$ cat config.mk
export PLATFORM = sky130hd
export DESIGN_NAME = rr_arb_mux_flat
export DESIGN_NICKNAME = d
export VERILOG_FILES = /design/src/rtl/rr_arb_mux_pkg.sv /design/src/rtl/rr_arb_mux_if.sv /design/src/rtl/rr_arb_mux_prio_pick.sv /design/src/rtl/rr_arb_mux.sv /design/src/flat_wrapper.sv
export SDC_FILE = /design/constraint.sdc
export NUM_CORES = 1
export LEC_CHECK = 0
export ABC_CLOCK_PERIOD_IN_PS = 2400
export BUFFER_PORTS_ARGS = -buffer_cell sky130_fd_sc_hd__buf_4
export CAP_MARGIN = 10
export CORE_MARGIN = 2
export CORE_UTILIZATION = 35
export CTS_BUF_LIST = sky130_fd_sc_hd__clkbuf_2 sky130_fd_sc_hd__clkbuf_4 sky130_fd_sc_hd__clkbuf_8
export CTS_CLUSTER_SIZE = 16
export DETAILED_ROUTE_END_ITERATION = 12
export PLACE_DENSITY = 0.65
export SYNTH_ARGS = -nofsm -noshare
export SYNTH_HDL_FRONTEND = slang
export SYNTH_SLANG_ARGS = --single-unit
$ cat constraint.sdc
create_clock -name clk -period 2.4 [get_ports clk]
set_input_delay 0.48 -clock clk [delete_from_list [all_inputs] [get_ports clk]]
set_output_delay 0.48 -clock clk [all_outputs]
set_load 0.005 [all_outputs]
$ cat src/rtl/rr_arb_mux_pkg.sv
// rr_mux_pkg: shared helpers for the round-robin arbitrated mux.
//  - clog2 / sel_width: width of a channel index (at least 1 bit).
//  - onehot_to_idx: converts a one-hot vector (up to 32 bits) to its index.
// Optional feature macro used by the users of this package: RR_ARB_MUX_LOCK_EN.
package rr_mux_pkg;

    function automatic int clog2(input int n);
        int r;
        r = 0;
        for (int v = n - 1; v > 0; v = v >> 1) begin
            r++;
        end
        return r;
    endfunction

    // Index width; a single-channel mux still carries a 1-bit out_ch.
    function automatic int sel_width(input int n);
        return (n > 1) ? clog2(n) : 1;
    endfunction

    // OR of the indices of all set bits; exact for a one-hot input.
    function automatic int onehot_to_idx(input logic [31:0] oh);
        int r;
        r = 0;
        for (int i = 0; i < 32; i++) begin
            if (oh[i]) begin
                r = r | i;
            end
        end
        return r;
    endfunction

endpackage

$ cat src/rtl/rr_arb_mux_if.sv
// rr_arb_mux_if: bundle of the per-channel input handshake and the single
// output handshake of rr_arb_mux.
//  in_valid/in_data/in_ready : N producer channels, channel i data at in_data[i*W +: W]
//  out_valid/out_data/out_ch/out_ready : registered output beat and its source channel
//  in_last : end-of-packet marker, present only with RR_ARB_MUX_LOCK_EN
// Modports: master = producers + consumer side, slave = the mux.
interface rr_arb_mux_if
    import rr_mux_pkg::*;
#(
    parameter int N = 4,
    parameter int W = 4
);
    localparam int SELW = sel_width(N);

    logic [N-1:0]    in_valid;
    logic [N*W-1:0]  in_data;
    logic [N-1:0]    in_ready;
    logic            out_valid;
    logic [W-1:0]    out_data;
    logic [SELW-1:0] out_ch;
    logic            out_ready;
`ifdef RR_ARB_MUX_LOCK_EN
    logic [N-1:0]    in_last;
`endif

    modport master (
        output in_valid, in_data, out_ready,
`ifdef RR_ARB_MUX_LOCK_EN
        output in_last,
`endif
        input  in_ready, out_valid, out_data, out_ch
    );

    modport slave (
        input  in_valid, in_data, out_ready,
`ifdef RR_ARB_MUX_LOCK_EN
        input  in_last,
`endif
        output in_ready, out_valid, out_data, out_ch
    );

endinterface

$ cat src/rtl/rr_arb_mux_prio_pick.sv
// rr_prio_pick: combinational rotating-priority picker.
//  req   : request vector, bit i = channel i
//  ptr   : highest-priority channel; priority runs ptr, ptr+1, ..., N-1, 0, ..., ptr-1
//  grant : one-hot grant (zero when no request)
//  idx   : index of the granted channel (0 when no request)
//  any   : at least one request present
module rr_prio_pick
    import rr_mux_pkg::*;
#(
    parameter int N    = 4,
    parameter int SELW = sel_width(N)
) (
    input  logic [N-1:0]    req,
    input  logic [SELW-1:0] ptr,
    output logic [N-1:0]    grant,
    output logic [SELW-1:0] idx,
    output logic            any
);

    logic [N-1:0] mask;
    logic [N-1:0] hi_req;
    logic [N-1:0] pick_src;

    // mask selects channels at or above ptr: these win over the wrapped ones.
    for (genvar gi = 0; gi < N; gi++) begin : g_mask
        assign mask[gi] = (SELW'(gi) >= ptr);
    end

    assign hi_req   = req & mask;
    assign pick_src = (|hi_req) ? hi_req : req;
    // Isolate the lowest set bit of the chosen half.
    assign grant    = pick_src & (~pick_src + N'(1));
    assign idx      = SELW'(onehot_to_idx(32'(grant)));
    assign any      = |req;

endmodule

$ cat src/rtl/rr_arb_mux.sv
// rr_arb_mux: N-channel, W-bit registered selector with round-robin arbitration.
//  clk   : rising-edge clock
//  rst_b : asynchronous active-low reset
//  bus   : rr_arb_mux_if.slave (per-channel valid/data/ready in, registered
//          valid/data/channel out with out_ready back-pressure)
// Optional: RR_ARB_MUX_LOCK_EN adds in_last and packet locking; a channel that
// transfers a non-last beat keeps the grant until its last beat.
module rr_arb_mux
    import rr_mux_pkg::*;
#(
    parameter int N = 4,
    parameter int W = 4
) (
    input  logic        clk,
    input  logic        rst_b,
    rr_arb_mux_if.slave bus
);

    localparam int SELW = sel_width(N);

    logic [SELW-1:0] ptr_q, ptr_d;
    logic            out_valid_q, out_valid_d;
    logic [W-1:0]    out_data_q, out_data_d;
    logic [SELW-1:0] out_ch_q, out_ch_d;
`ifdef RR_ARB_MUX_LOCK_EN
    logic            lock_q, lock_d;
    logic [SELW-1:0] owner_q, owner_d;
    logic            last_sel;
`endif

    logic            load;
    logic [N-1:0]    req;
    logic [N-1:0]    grant;
    logic [SELW-1:0] idx;
    logic            any;
    logic [W-1:0]    sel_data;
    logic [SELW-1:0] ptr_after;
    logic [W-1:0]    chan_data [N];

    // The output register can take a new beat when empty or being drained.
    assign load = !out_valid_q || bus.out_ready;

`ifdef RR_ARB_MUX_LOCK_EN
    // While locked only the owner may be granted, even if it is idle.
    assign req      = lock_q ? (bus.in_valid & (N'(1) << owner_q)) : bus.in_valid;
    assign last_sel = |(grant & bus.in_last);
`else
    assign req = bus.in_valid;
`endif

    rr_prio_pick #(
        .N    (N),
        .SELW (SELW)
    ) u_pick (
        .req   (req),
        .ptr   (ptr_q),
        .grant (grant),
        .idx   (idx),
        .any   (any)
    );

    for (genvar gi = 0; gi < N; gi++) begin : g_chan
        assign chan_data[gi] = bus.in_data[gi*W +: W];
    end

    // AND-OR mux keyed by the one-hot grant.
    always_comb begin
        sel_data = '0;
        for (int i = 0; i < N; i++) begin
            if (grant[i]) begin
                sel_data = sel_data | chan_data[i];
            end
        end
    end

    assign ptr_after = (idx == SELW'(N - 1)) ? '0 : idx + SELW'(1);

    always_comb begin
        ptr_d       = ptr_q;
        out_valid_d = out_valid_q;
        out_data_d  = out_data_q;
        out_ch_d    = out_ch_q;
`ifdef RR_ARB_MUX_LOCK_EN
        lock_d      = lock_q;
        owner_d     = owner_q;
`endif
        if (load) begin
            if (any) begin
                out_valid_d = 1'b1;
                out_data_d  = sel_data;
                out_ch_d    = idx;
`ifdef RR_ARB_MUX_LOCK_EN
                // A non-last beat opens or continues a packet; ptr stays put
                // until the packet closes.
                if (!last_sel) begin
                    lock_d  = 1'b1;
                    owner_d = idx;
                end else begin
                    lock_d  = 1'b0;
                    ptr_d   = ptr_after;
                end
`else
                ptr_d = ptr_after;
`endif
            end else begin
                out_valid_d = 1'b0;
            end
        end
    end

    always_ff @(posedge clk or negedge rst_b) begin
        if (!rst_b) begin
            ptr_q       <= '0;
            out_valid_q <= 1'b0;
            out_data_q  <= '0;
            out_ch_q    <= '0;
`ifdef RR_ARB_MUX_LOCK_EN
            lock_q      <= 1'b0;
            owner_q     <= '0;
`endif
        end else begin
            ptr_q       <= ptr_d;
            out_valid_q <= out_valid_d;
            out_data_q  <= out_data_d;
            out_ch_q    <= out_ch_d;
`ifdef RR_ARB_MUX_LOCK_EN
            lock_q      <= lock_d;
            owner_q     <= owner_d;
`endif
        end
    end

    assign bus.in_ready  = load ? grant : '0;
    assign bus.out_valid = out_valid_q;
    assign bus.out_data  = out_data_q;
    assign bus.out_ch    = out_ch_q;

endmodule
$ cat src/flat_wrapper.sv
// flat-port wrapper written by rule: the top's interface ports become plain ports
module rr_arb_mux_flat import rr_mux_pkg::*;
#(
    parameter int N = 4,
    parameter int W = 4
)
  (clk, rst_b, bus_in_valid, bus_in_data, bus_out_ready, bus_in_ready, bus_out_valid, bus_out_data, bus_out_ch);
  rr_arb_mux_if #(.N(N), .W(W)) bus_i ();
  input  logic clk;
  input  logic rst_b;
  input wire logic [$bits(bus_i.in_valid)-1:0] bus_in_valid;
  input wire logic [$bits(bus_i.in_data)-1:0] bus_in_data;
  input wire logic [$bits(bus_i.out_ready)-1:0] bus_out_ready;
  output wire logic [$bits(bus_i.in_ready)-1:0] bus_in_ready;
  output wire logic [$bits(bus_i.out_valid)-1:0] bus_out_valid;
  output wire logic [$bits(bus_i.out_data)-1:0] bus_out_data;
  output wire logic [$bits(bus_i.out_ch)-1:0] bus_out_ch;
  assign bus_i.in_valid = bus_in_valid;
  assign bus_i.in_data = bus_in_data;
  assign bus_i.out_ready = bus_out_ready;
  assign bus_in_ready = bus_i.in_ready;
  assign bus_out_valid = bus_i.out_valid;
  assign bus_out_data = bus_i.out_data;
  assign bus_out_ch = bus_i.out_ch;
  rr_arb_mux #(.N(N), .W(W)) u_core (.clk(clk), .rst_b(rst_b), .bus(bus_i));
endmodule
==> results of run 1 <==
==> final timing paths <==
| kind | startpoint | endpoint | slack, ns | cells after the start |
|---|---|---|---|---|
| min reg2reg | u_core.bus.out_ch[0]$_DFFE_PN0P_ | u_core.bus.out_ch[0]$_DFFE_PN0P_ | 0.49 | 2 |
| max | u_core.ptr_q[1]$_DFFE_PN0P_ | bus_in_ready[2] | 0.28 | 3 |
| min in group clk | bus_in_data[9] | u_core.bus.out_data[1]$_DFFE_PN0P_ | 0.48 | 3 |
| max in group asynchronous | rst_b | u_core.ptr_q[0]$_DFFE_PN0P_ | 2.23 | 1 |
| max reg2reg | u_core.ptr_q[1]$_DFFE_PN0P_ | u_core.ptr_q[1]$_DFFE_PN0P_ | 0.91 | 4 |
| min | rst_b | u_core.bus.out_data[3]$_DFFE_PN0P_ | 0.02 | 1 |
==> worst register-to-register path, delay by kind of cell, from the launching register on <==
kind,cells,cell delay (ns)
compound gates,3,0.67
flops,1,0.50
simple gates,1,0.20
==> per-layer routing <==
| layer | share of wire [%] | up-vias |
|---|---|---|
| li1 | - | 328 |
| met3 | 10 | 6 |
| met2 | 43 | 31 |
| met4 | 3.2 | 0 |
| met5 | 0 | - |
| met1 | 43 | 298 |
==> state kept, by name (all words and copies together), names as in the netlist <==
signal / flops
u_core.bus.out_ch: 2
u_core.ptr_q: 2
u_core.bus.out_data: 4
u_core.bus.out_valid: 1
==> metrics by stage <==
| stage | area [um^2] | std cells | util, % |
|---|---|---|---|
| floorplan | 616 | 65 | - |
| global placement | 853 | 112 | 50.5 |
| detailed placement | 853 | 112 | 50.5 |
| CTS | 883 | 116 | 52.3 |
| global route | 883 | 116 | 52.3 |
| finish | 883 | 116 | 52.3 |
==> cell families (layout without fill, tap and decap cells) <==
group / Yosys count / in the layout / synth area share [%]
and+or+nand+nor: 27 / 27 / 24.8
AOI/OAI and AO/OA: 25 / 25 / 32.3
DFF: 9 / 9 / 36.6
buffers and inverters: 4 / 38 / 6.30
==> power by group through the flow <==
stage	registers (mW)	clock network, mW	logic, mW
6_report	0.218	0.131	0.229
5_1_grt	0.223	0.146	0.251
4_1_cts	0.217	0.134	0.231
3_5_place_dp	0.221	0	0.230
3_3_place_gp	0.218	0	0.228
2_1_floorplan	0.216	0	0.129
==> placed cells by master (no fill, tap or decap), types with 2 or more instances in the layout <==
cell	n
nor2b_1	4
a41oi_1	4
a31oi_1	5
nand3_1	5
nor2_1	5
buf_4	34
and2_1	2
nand2b_1	3
and3_1	2
a32oi_1	4
a21oi_1	2
dfrtp_1	9
or3_1	2
clkbuf_4	4
==> final cells by class <==
class	count	area, um^2	area share, %
clock buffer	4	30.0	3.40
timing repair buffer	34	255	28.9
multi-input combinational	52	352	39.8
sequential	9	225	25.5
tap	17	21.3	2.41
==> metrics.cfg, run 1 <==
[die]
die_w_um = 45.9
num_rows = 15
start_util_pct = 36.4
die_h_um = 45.9
ios = 34
core_mm2 = 0.00169
dieArea_mm2 = 0.00211

[synth]
async_flop_share_pct = 100
syn_avg_cell_area_um2 = 9.47
synthesis.area_um2 = 616
synthDistinctLibCells = 28
synth_most_common_cell = dfrtp_1
ys_seq_elements = 9
synthCells = 65
synth_fp_nets = 88
synth_seq_area_share_pct = 36.6
synth_area_leaders = dfrtp_1 37%, a32oi_1 5.7%, a41oi_1 5.7%, buf_6 5.5%, a31oi_1 5.1%
synth_common_cells = 9 x dfrtp_1, 5 x a31oi_1, 5 x nand3_1, 5 x nor2_1
yosysTopAreaCell = dfrtp_1
synth_flop_cell = dfrtp_1
synth_edf_count = 0
yosys.area.top_type_share_pct = 36.6
yosysWarnings = 0

[placement]
io_buffers = 33
hpwl_um = 1320
dp_slack_ns = 0.367
gp_congestion = 0.795

[drt]
vias = 663
drt_iter0_drc = 8
vias_per_cell = 5.72
routedWlPerCell_um = 14.8
routed_wl_um = 1720
drc = 0
dr.pass1.iters = 4
antenna_left = 0

[global_routing]
use_met2_pct = 25.3
grt_max_degree = 12
antenna_found_initial = 0
use_met1_pct = 20.2
busiest_layer = met2
grt_overflow = 0
grt.total_usage_pct = 17.9
grt_first_pass_wirelength_um = 2500
grt_pass1_vias = 590
grt_use_met3_pct = 9.92

[power]
power_frac_clock_pct = 22.6
total_power_mw = 0.577
worst_ir_drop_vdd_v = 0.000409
internal_power_mw = 0.387
p_per_area_mw_per_mm2 = 654
swShare_pct = 33.0
p_leak_nw = 0.407
combPwrFrac_pct = 39.7
power_switching_mw = 0.191
p_seq_share_pct = 37.7

[flow_run]
maxCapViolCount = 0

[timing]
fmax_ghz = 0.471
fin_worst_skew_ns = 0.00687
fin_crit_ns = 2.12
setup_viol = 0
hold_viol = 0
whs_ns = 0.0230
rsz0062_at_grt = false
slew_headroom_pct = 68.3
setup_tns_ns = 0
finalMaxSlewViolations = 0
period_share_pct = 88.4
layout_setup_ws_ns = 0.278
tightestPinTransition_ns = 0.475

[worst_setup_path]
arrival_ns = 1.64
startpoint_type = register
worst-path-buf-inv = 1
crit_family = compound AO/OA/AOI/OAI gates
crit_fanout = 9
critical_path_required_ns = 1.92
crit_slowest_cell = o311ai_2
crit_type = reg2out
crit_path_end_kind = primary output
crit_chain = o311ai_2, and3_1, buf_4
critPathMaxStageDelay_ns = 0.50

[layout]
nets = 123
area.growth.synth_to_final_pct = 43.5
nFillCells = 168
antenna_cells = 0
drive_above_1_share_pct = 41.4

[outcome]
status = completed

[clock_tree]
cts_resized = 0
tritoncts = yes
cts_buffer_depth = 2
clock_latency_ns = 0.27
post_cts_buffers = 0
cts_hold_buf = 0
cts_buffers = 3
h-tree-depth = 1
cts_sinks = 9
clockRootBuffer = clkbuf_4
path_clk_slew_ns = 0.06

[min_path]
hold_class = in2async

No activity file was read; power rests on OpenSTA's default activity.
==> inputs of run 2 (changes only) <==
ABC_CLOCK_PERIOD_IN_PS = 2500   (was 2400)
PLACE_DENSITY = not set   (was 0.65)
SYNTH_HIERARCHICAL = 1   (was not set)
clock period = 2.5 ns   (was 2.4 ns; I/O delays follow)
==> metrics.cfg, run 2 <==
[clock_tree]
clockRootBuffer = clkbuf_4  ; unchanged
cts_resized = 0  ; unchanged
cts_sinks = 9  ; unchanged
cts_buffers = 3  ; unchanged
cts_hold_buf = 0  ; unchanged
clock_latency_ns = 0.25  ; was 0.27 ns
cts_buffer_depth = 2  ; unchanged
path_clk_slew_ns = 0.06  ; about the same
h-tree-depth = 1  ; unchanged
post_cts_buffers = 0  ; unchanged
tritoncts = yes  ; unchanged

[drt]
antenna_left = 0  ; unchanged
routedWlPerCell_um = 12.6  ; was 14.8 um
routed_wl_um = 1620  ; was 1720 um
vias_per_cell = 5.16  ; was 5.72
dr.pass1.iters = 4  ; unchanged
drc = 0  ; unchanged
drt_iter0_drc = 7  ; was 8
vias = 660  ; was 663

[global_routing]
use_met1_pct = 24.7  ; was 20.2%
use_met2_pct = 26.2  ; was 25.3%
grt_first_pass_wirelength_um = 2750  ; was 2500 um
grt_overflow = 0  ; unchanged
grt_max_degree = 11  ; was 12
busiest_layer = met2  ; unchanged
grt_pass1_vias = 655  ; was 590
grt_use_met3_pct = 6.42  ; was 9.92%
antenna_found_initial = 0  ; unchanged
grt.total_usage_pct = 17.4  ; was 17.9%

[synth]
async_flop_share_pct = 100  ; unchanged
synth_fp_nets = 93  ; was 88
synth_xor_area_share_pct = 0  ; unchanged
synth_compound_area_share_pct = 28.0  ; was 32.3%
synth_flop_cell = dfrtp_1  ; unchanged
yosysTopAreaCell = dfrtp_1  ; unchanged
synthDistinctLibCells = 28  ; unchanged
syn_avg_cell_area_um2 = 9.57  ; was 9.47 um^2
yosysWarnings = 6  ; was 0
synth_most_common_cell = dfrtp_1  ; unchanged
synthCells = 69  ; was 65
synth-simple-area-share_pct = 21.6  ; was 24.8%
synth_edf_count = 0  ; unchanged
synthAdderAreaFrac_pct = 1.89  ; was 0%
synthesis.area_um2 = 661  ; was 616 um^2
synth_common_cells = 9 x dfrtp_1, 8 x a21oi_1, 8 x a22oi_1  ; was 9 x dfrtp_1, 5 x a31oi_1, 5 x nand3_1, 5 x nor2_1
synth_top_family_by_area = compound AO/OA/AOI/OAI gates  ; unchanged
ys_seq_elements = 9  ; unchanged
synth_mux_area_share_pct = 9.09  ; was 0%
synth_seq_area_share_pct = 34.1  ; was 36.6%
synth_area_leaders = dfrtp_1 34%, a22oi_1 9.1%, mux2_4 9.1%, a21oi_1 6.1%, a31oi_1 3.8%  ; was dfrtp_1 37%, a32oi_1 5.7%, a41oi_1 5.7%, buf_6 5.5%, a31oi_1 5.1%
yosys.area.top_type_share_pct = 34.1  ; was 36.6%

[die]
start_util_pct = 37.8  ; was 36.4%
core_mm2 = 0.00175  ; was 0.00169 mm^2
die_w_um = 47.4  ; was 45.9 um
num_rows = 15  ; unchanged
dieArea_mm2 = 0.00225  ; was 0.00211 mm^2
ios = 34  ; unchanged
die_h_um = 47.4  ; was 45.9 um

[power]
p_per_area_mw_per_mm2 = 818  ; was 654 mW/mm^2
p_leak_nw = 0.446  ; was 0.407 nW
worst_ir_drop_vdd_v = 0.000466  ; was 0.000409 V

[placement]
hpwl_um = 1310  ; was 1320 um
gp_congestion = 0.742  ; was 0.795
placed_area_um2 = 912  ; was 853 um^2
io_buffers = 33  ; unchanged

[flow_run]
maxCapViolCount = 0  ; unchanged

[timing]
rsz0062_at_grt = false  ; unchanged
tightestPinTransition_ns = 0.413  ; was 0.475 ns
finalMaxSlewViolations = 0  ; unchanged
period_share_pct = 84.7
fin_crit_ns = 2.12
fmax_ghz = 0.472
setup_tns_ns = 0  ; unchanged
fin_worst_skew_ns = 0.00233  ; was 0.00687 ns
hold_viol = 0  ; unchanged
setup_viol = 0  ; unchanged
whs_ns = 0.0562  ; was 0.0230 ns
slew_headroom_pct = 72.3  ; was 68.3%

[worst_setup_path]
startpoint_type = register  ; unchanged
crit_fanout = 6  ; was 9
crit_path_end_kind = primary output  ; unchanged
arrival_ns = 1.62  ; was 1.64 ns
crit_type = reg2out  ; unchanged
critical_path_required_ns = 2.00  ; was 1.92 ns

[min_path]
hold_class = in2async  ; unchanged

[layout]
final_common_cell = buf_4  ; unchanged
nets = 128  ; was 123
area.growth.synth_to_final_pct = 42.6  ; was 43.5%
post-route-util_pct = 54.0  ; was 52.3%
fin_area_um2 = 942  ; was 883 um^2
final_cell_mix = 33 x buf_4, 9 x dfrtp_1, 8 x a22oi_1, 8 x a21oi_1, 5 x nor2_1  ; was 34 x buf_4, 9 x dfrtp_1, 5 x nor2_1, 5 x nand3_1, 5 x a31oi_1
antenna_cells = 0  ; unchanged
drive_above_1_share_pct = 43.7  ; was 41.4%
largest_register_ffs = 4  ; unchanged

[outcome]
status = completed  ; unchanged

-- run 2: kinds of logic (layout without fill, tap and decap cells) --
kind of cell / Yosys count / in the layout
AOI/OAI and AO/OA: 28 / 28
adders and majority gates: 1 / 1
buffers and inverters: 5 / 39
DFF: 9 / 9
muxes: 4 / 4
and+or+nand+nor: 22 / 22
-- run 2: final timing paths --
| check | start | end | slack (ns) | cells after the start |
|---|---|---|---|---|
| hold reg to reg | u_core/bus.out_ch[1]$_DFFE_PN0P_ | u_core/bus.out_ch[1]$_DFFE_PN0P_ | 0.52 | 1 |
| setup reg to reg | u_core/ptr_q[0]$_DFFE_PN0P_ | u_core/ptr_q[1]$_DFFE_PN0P_ | 0.72 | 5 |
| max in group asynchronous | rst_b | u_core/bus.out_ch[1]$_DFFE_PN0P_ | 2.31 | 1 |
| hold / removal | rst_b | u_core/bus.out_valid$_DFFE_PN0N_ | 0.06 | 1 |
| min in group clk | u_core/bus.out_ch[1]$_DFFE_PN0P_ | u_core/bus.out_ch[1]$_DFFE_PN0P_ | 0.52 | 1 |
| setup / recovery | u_core/ptr_q[0]$_DFFE_PN0P_ | bus_in_ready[2] | 0.38 | 5 |
-- run 2: worst max-delay path: stages, from the launching register on --
cell,delay (ns)
dfrtp_1,0.46
nor2b_2,0.20
nor3_1,0.06
o31a_1,0.35
and2_1,0.16
buf_4,0.13
-- run 2: layer usage --
metal,share of wire (%),vias up
met5,0,-
met4,0,0
met3,8.7,0
met2,43,31
met1,48,302
li1,-,327
-- run 2: layout make-up --
| type | instances | area, um^2 |
|---|---|---|
| sequential | 9 | 225 |
| multi-input combinational | 55 | 400 |
| timing repair buffer | 33 | 248 |
| clock buffer | 4 | 30.0 |
| inverter | 2 | 7.51 |
| tap | 25 | 31.3 |
| fill | 161 | 803 |
-- run 2: power breakdown --
| part | switching (mW) | leakage, nW | internal (mW) | total (mW) |
|---|---|---|---|---|
| combinational | 0.165 | 0.325 | 0.229 | 0.394 |
| clock | 0.0459 | 0.0184 | 0.0720 | 0.118 |
| sequential | 0.0586 | 0.102 | 0.200 | 0.259 |
| total | 0.269 | 0.446 | 0.502 | 0.771 |
-- run 2: metrics by stage --
stage	power, mW	setup slack (ns)	cells
finish	0.771	0.383	128
global route	0.840	0.280	128
CTS	0.776	0.381	128
detailed placement	0.654	0.521	124
global placement	0.654	0.532	124
floorplan	0.500	0.769	69
==> inputs of run 3 (changes only) <==
ABC_AREA = 1   (was not set)
ABC_CLOCK_PERIOD_IN_PS = 1800   (was 2500)
PLACE_DENSITY = 0.67   (was not set)
clock period = 1.8 ns   (was 2.5 ns; I/O delays follow)
==> metrics.cfg, run 3 <==
[global_routing]
grt_first_pass_wirelength_um = 2760  ; was 2750 um
grt_pass1_vias = 702  ; was 655
grt_max_degree = 11  ; unchanged
grt_overflow = 0  ; unchanged
grt.total_usage_pct = 17.3  ; was 17.4%
antenna_found_initial = 0  ; unchanged

[drt]
drc = 0  ; unchanged
antenna_left = 0  ; unchanged
routed_wl_um = 1630  ; was 1620 um
dr.pass1.iters = 4  ; unchanged
drt_iter0_drc = 12  ; was 7
vias = 745  ; was 660
vias_per_cell = 4.38  ; was 5.16
routedWlPerCell_um = 9.56  ; was 12.6 um

[layout]
area.growth.synth_to_final_pct = 58.3  ; was 42.6%
post-route-util_pct = 58.8  ; was 54.0%
antenna_cells = 0  ; unchanged
nFillCells = 171  ; was 161
largest_register_ffs = 4  ; unchanged
drive_above_1_share_pct = 40.7  ; was 43.7%
nets = 170  ; was 128
ff_latch_area_um2 = 225  ; unchanged
final_cell_mix = 52 x nand2_1, 38 x buf_4, 9 x dfrtp_1, 8 x inv_1, 8 x nor2_1  ; was 33 x buf_4, 9 x dfrtp_1, 8 x a22oi_1, 8 x a21oi_1, 5 x nor2_1
multi_input_area_um2 = 384  ; was 400 um^2
final_common_cell = nand2_1  ; was buf_4

[worst_setup_path]
crit_chain = nand2_1, nand2_2, nand3_1, nand2_2, nand2_4, nand2_1, nor2_2, inv_1, nor2_1, buf_4  ; was nor2b_2, nor3_1, o31a_1, and2_1, buf_4
crit_fanout = 5  ; was 6
crit_type = reg2out  ; unchanged
arrival_ns = 1.53  ; was 1.62 ns
crit_slowest_cell = dfrtp_1  ; unchanged
critPathMaxStageDelay_ns = 0.42  ; was 0.46 ns
worst-path-buf-inv = 2  ; was 1
startpoint_type = register  ; unchanged
crit_path_end_kind = primary output  ; unchanged
critical_path_required_ns = 1.44  ; was 2.00 ns
crit_family = simple AND/OR/NAND/NOR gates  ; was flip-flops
timing.rr.start = u_core/ptr_q[1]$_DFFE_PN0P_  ; was u_core/ptr_q[0]$_DFFE_PN0P_
startpoint = u_core/ptr_q[1]$_DFFE_PN0P_  ; was u_core/ptr_q[0]$_DFFE_PN0P_

[placement]
dp_slack_ns = 0.0803  ; was 0.521 ns
gp_congestion = 0.759  ; was 0.742
hpwl_um = 1270  ; was 1310 um
io_buffers = 33  ; unchanged

[synth]
synth-simple-area-share_pct = 48.1  ; was 21.6%
syn_avg_cell_area_um2 = 6.29  ; was 9.57 um^2
synth_area_leaders = dfrtp_1 35%, nand2_1 31%, inv_1 5.8%, nor2_1 5.8%, o21ai_2 5.5%  ; was dfrtp_1 34%, a22oi_1 9.1%, mux2_4 9.1%, a21oi_1 6.1%, a31oi_1 3.8%
synth_mux_area_share_pct = 0  ; was 9.09%
synth_most_common_cell = nand2_1  ; was dfrtp_1
yosys.area.top_type_share_pct = 35.1  ; was 34.1%
synth_common_cells = 53 x nand2_1, 10 x inv_1, 10 x nor2_1  ; was 9 x dfrtp_1, 8 x a21oi_1, 8 x a22oi_1
synthesis.area_um2 = 642  ; was 661 um^2
synth_fp_nets = 126  ; was 93
synth_top_family_by_area = simple AND/OR/NAND/NOR gates  ; was compound AO/OA/AOI/OAI gates
synth_xor_area_share_pct = 0  ; unchanged
yosysWarnings = 6  ; unchanged
yosysTopAreaCell = dfrtp_1  ; unchanged
ys_seq_elements = 9  ; unchanged
synth_edf_count = 0  ; unchanged
synth_compound_area_share_pct = 7.02  ; was 28.0%
synthCells = 102  ; was 69
synthDistinctLibCells = 14  ; was 28
synthAdderAreaFrac_pct = 1.95  ; was 1.89%
synth_seq_area_share_pct = 35.1  ; was 34.1%
synth_flop_cell = dfrtp_1  ; unchanged
async_flop_share_pct = 100  ; unchanged

[timing]
rsz0062_at_grt = true  ; was false
finalMaxSlewViolations = 0  ; unchanged
slew_headroom_pct = 78.2  ; was 72.3%
tightestPinTransition_ns = 0.326  ; was 0.413 ns
period_share_pct = 105
setup_tns_ns = -0.217  ; was 0 ns
fin_crit_ns = 1.89
setup_viol = 3  ; was 0
fin_worst_skew_ns = 0.00156  ; was 0.00233 ns
fmax_ghz = 0.530
hold_viol = 0  ; unchanged
layout_setup_ws_ns = -0.0880  ; was 0.383 ns

[die]
num_rows = 15  ; unchanged
start_util_pct = 37.2  ; was 37.8%
die_w_um = 46.8  ; was 47.4 um
die_h_um = 46.8  ; was 47.4 um
dieArea_mm2 = 0.00219  ; was 0.00225 mm^2
core_mm2 = 0.00173  ; was 0.00175 mm^2
ios = 34  ; unchanged

[power]
total_power_mw = 1.14  ; was 0.771 mW
p_per_area_mw_per_mm2 = 1120  ; was 818 mW/mm^2
worst_ir_drop_vdd_v = 0.000511  ; was 0.000466 V
p_leak_nw = 0.597  ; was 0.446 nW

[min_path]
hold_class = in2reg  ; was in2async
hold_start = bus_out_ready

[clock_tree]
clockRootBuffer = clkbuf_4  ; unchanged
tritoncts = yes  ; unchanged
cts_sinks = 9  ; unchanged
cts_buffer_depth = 2  ; unchanged
h-tree-depth = 1  ; unchanged
cts_buffers = 3  ; unchanged
clock_latency_ns = 0.25  ; about the same
path_clk_slew_ns = 0.06  ; about the same

[outcome]
violations = negative setup slack
status = finished, violations left  ; was completed

[flow_run]
maxCapViolCount = 0  ; unchanged

-- run 3: cell count changes in the layout (fill, tap and decap cells not counted), sizes merged, moves of 2 or more --
| cell | previous run | this run |
|---|---|---|
| a22oi | 8 | 0 |
| and2 | 5 | 0 |
| mux2 | 4 | 0 |
| nand3 | 0 | 5 |
| nor2 | 5 | 10 |
| buf | 33 | 38 |
| nand2 | 1 | 58 |
| a31oi | 4 | 0 |
| inv | 2 | 12 |
| nand2b | 4 | 0 |
| nor3 | 2 | 0 |
| nor2b | 2 | 0 |
| a21oi | 8 | 2 |
-- run 3: logic make-up after synthesis --
logic type / Yosys count
flip-flops: 9
AO/OA/AOI/OAI: 6
buffers and inverters: 12
AND/OR/NAND/NOR: 74
adder cells (fa/ha/maj): 1
-- run 3: power breakdown --
| group | total, mW | switching (mW) | internal, mW |
|---|---|---|---|
| combinational | 0.637 | 0.328 | 0.309 |
| sequential | 0.335 | 0.0525 | 0.282 |
| clock | 0.169 | 0.0682 | 0.100 |
-- run 3: area by class of cell --
cell class / count / area share (%)
repair buffers: 39 / 29.1
multi-input cells: 81 / 37.8
clock buffers: 4 / 2.96
inverters: 12 / 4.93
well taps: 25 / 3.08
flip-flops and latches: 9 / 22.2
-- run 3: layer usage --
metal	track usage [%]	share of wire, %
met4	5.00	0
met1	22.5	45
met3	1.15	6.1
met5	0	0
met2	30.7	49
-- run 3: repair_timing --
action / CTS / global route
hold buffers: 1 / 0
gates resized for setup: 3 / 4
setup endpoints to repair: 3 / 3
setup buffers: 3 / 1
pin swaps: 1 / 4
hold endpoints to repair: 9 / 0
-- run 3: final timing paths --
| check | to | slack (ns) | cells after the start |
|---|---|---|---|
| worst max-delay path | bus_in_ready[3] | -0.09 | 10 |
| min in group asynchronous | u_core/bus.out_valid$_DFFE_PN0N_ | 0.46 | 2 |
| worst min register to register | u_core/bus.out_data[1]$_DFFE_PN0P_ | 0.48 | 2 |
| worst max register to register | u_core/ptr_q[1]$_DFFE_PN0P_ | 0 | 10 |
| max in group asynchronous | u_core/bus.out_data[0]$_DFFE_PN0P_ | 1.21 | 2 |
| worst min-delay path | u_core/bus.out_valid$_DFFE_PN0N_ | 0.39 | 4 |
-- run 3: per-stage QoR --
stage	hold slack, ns	instance area, um^2	std cells
6_report	0.391	1020	170
5_1_grt	0.415	1020	170
2_1_floorplan	0.0644	642	102
4_1_cts	0.386	996	169
3_5_place_dp	0.190	928	161
3_3_place_gp	0.188	928	161
-- run 3: worst reg2reg max path: stages, from the launching register on --
cell	delay [ns]
dfrtp_1	0.42
nand2_1	0.10
nand2_2	0.07
nand4_1	0.08
nand2_2	0.11
buf_4	0.16
buf_4	0.13
a21oi_1	0.24
ha_1	0.28
nand2_1	0.06
nand2_1	0.05
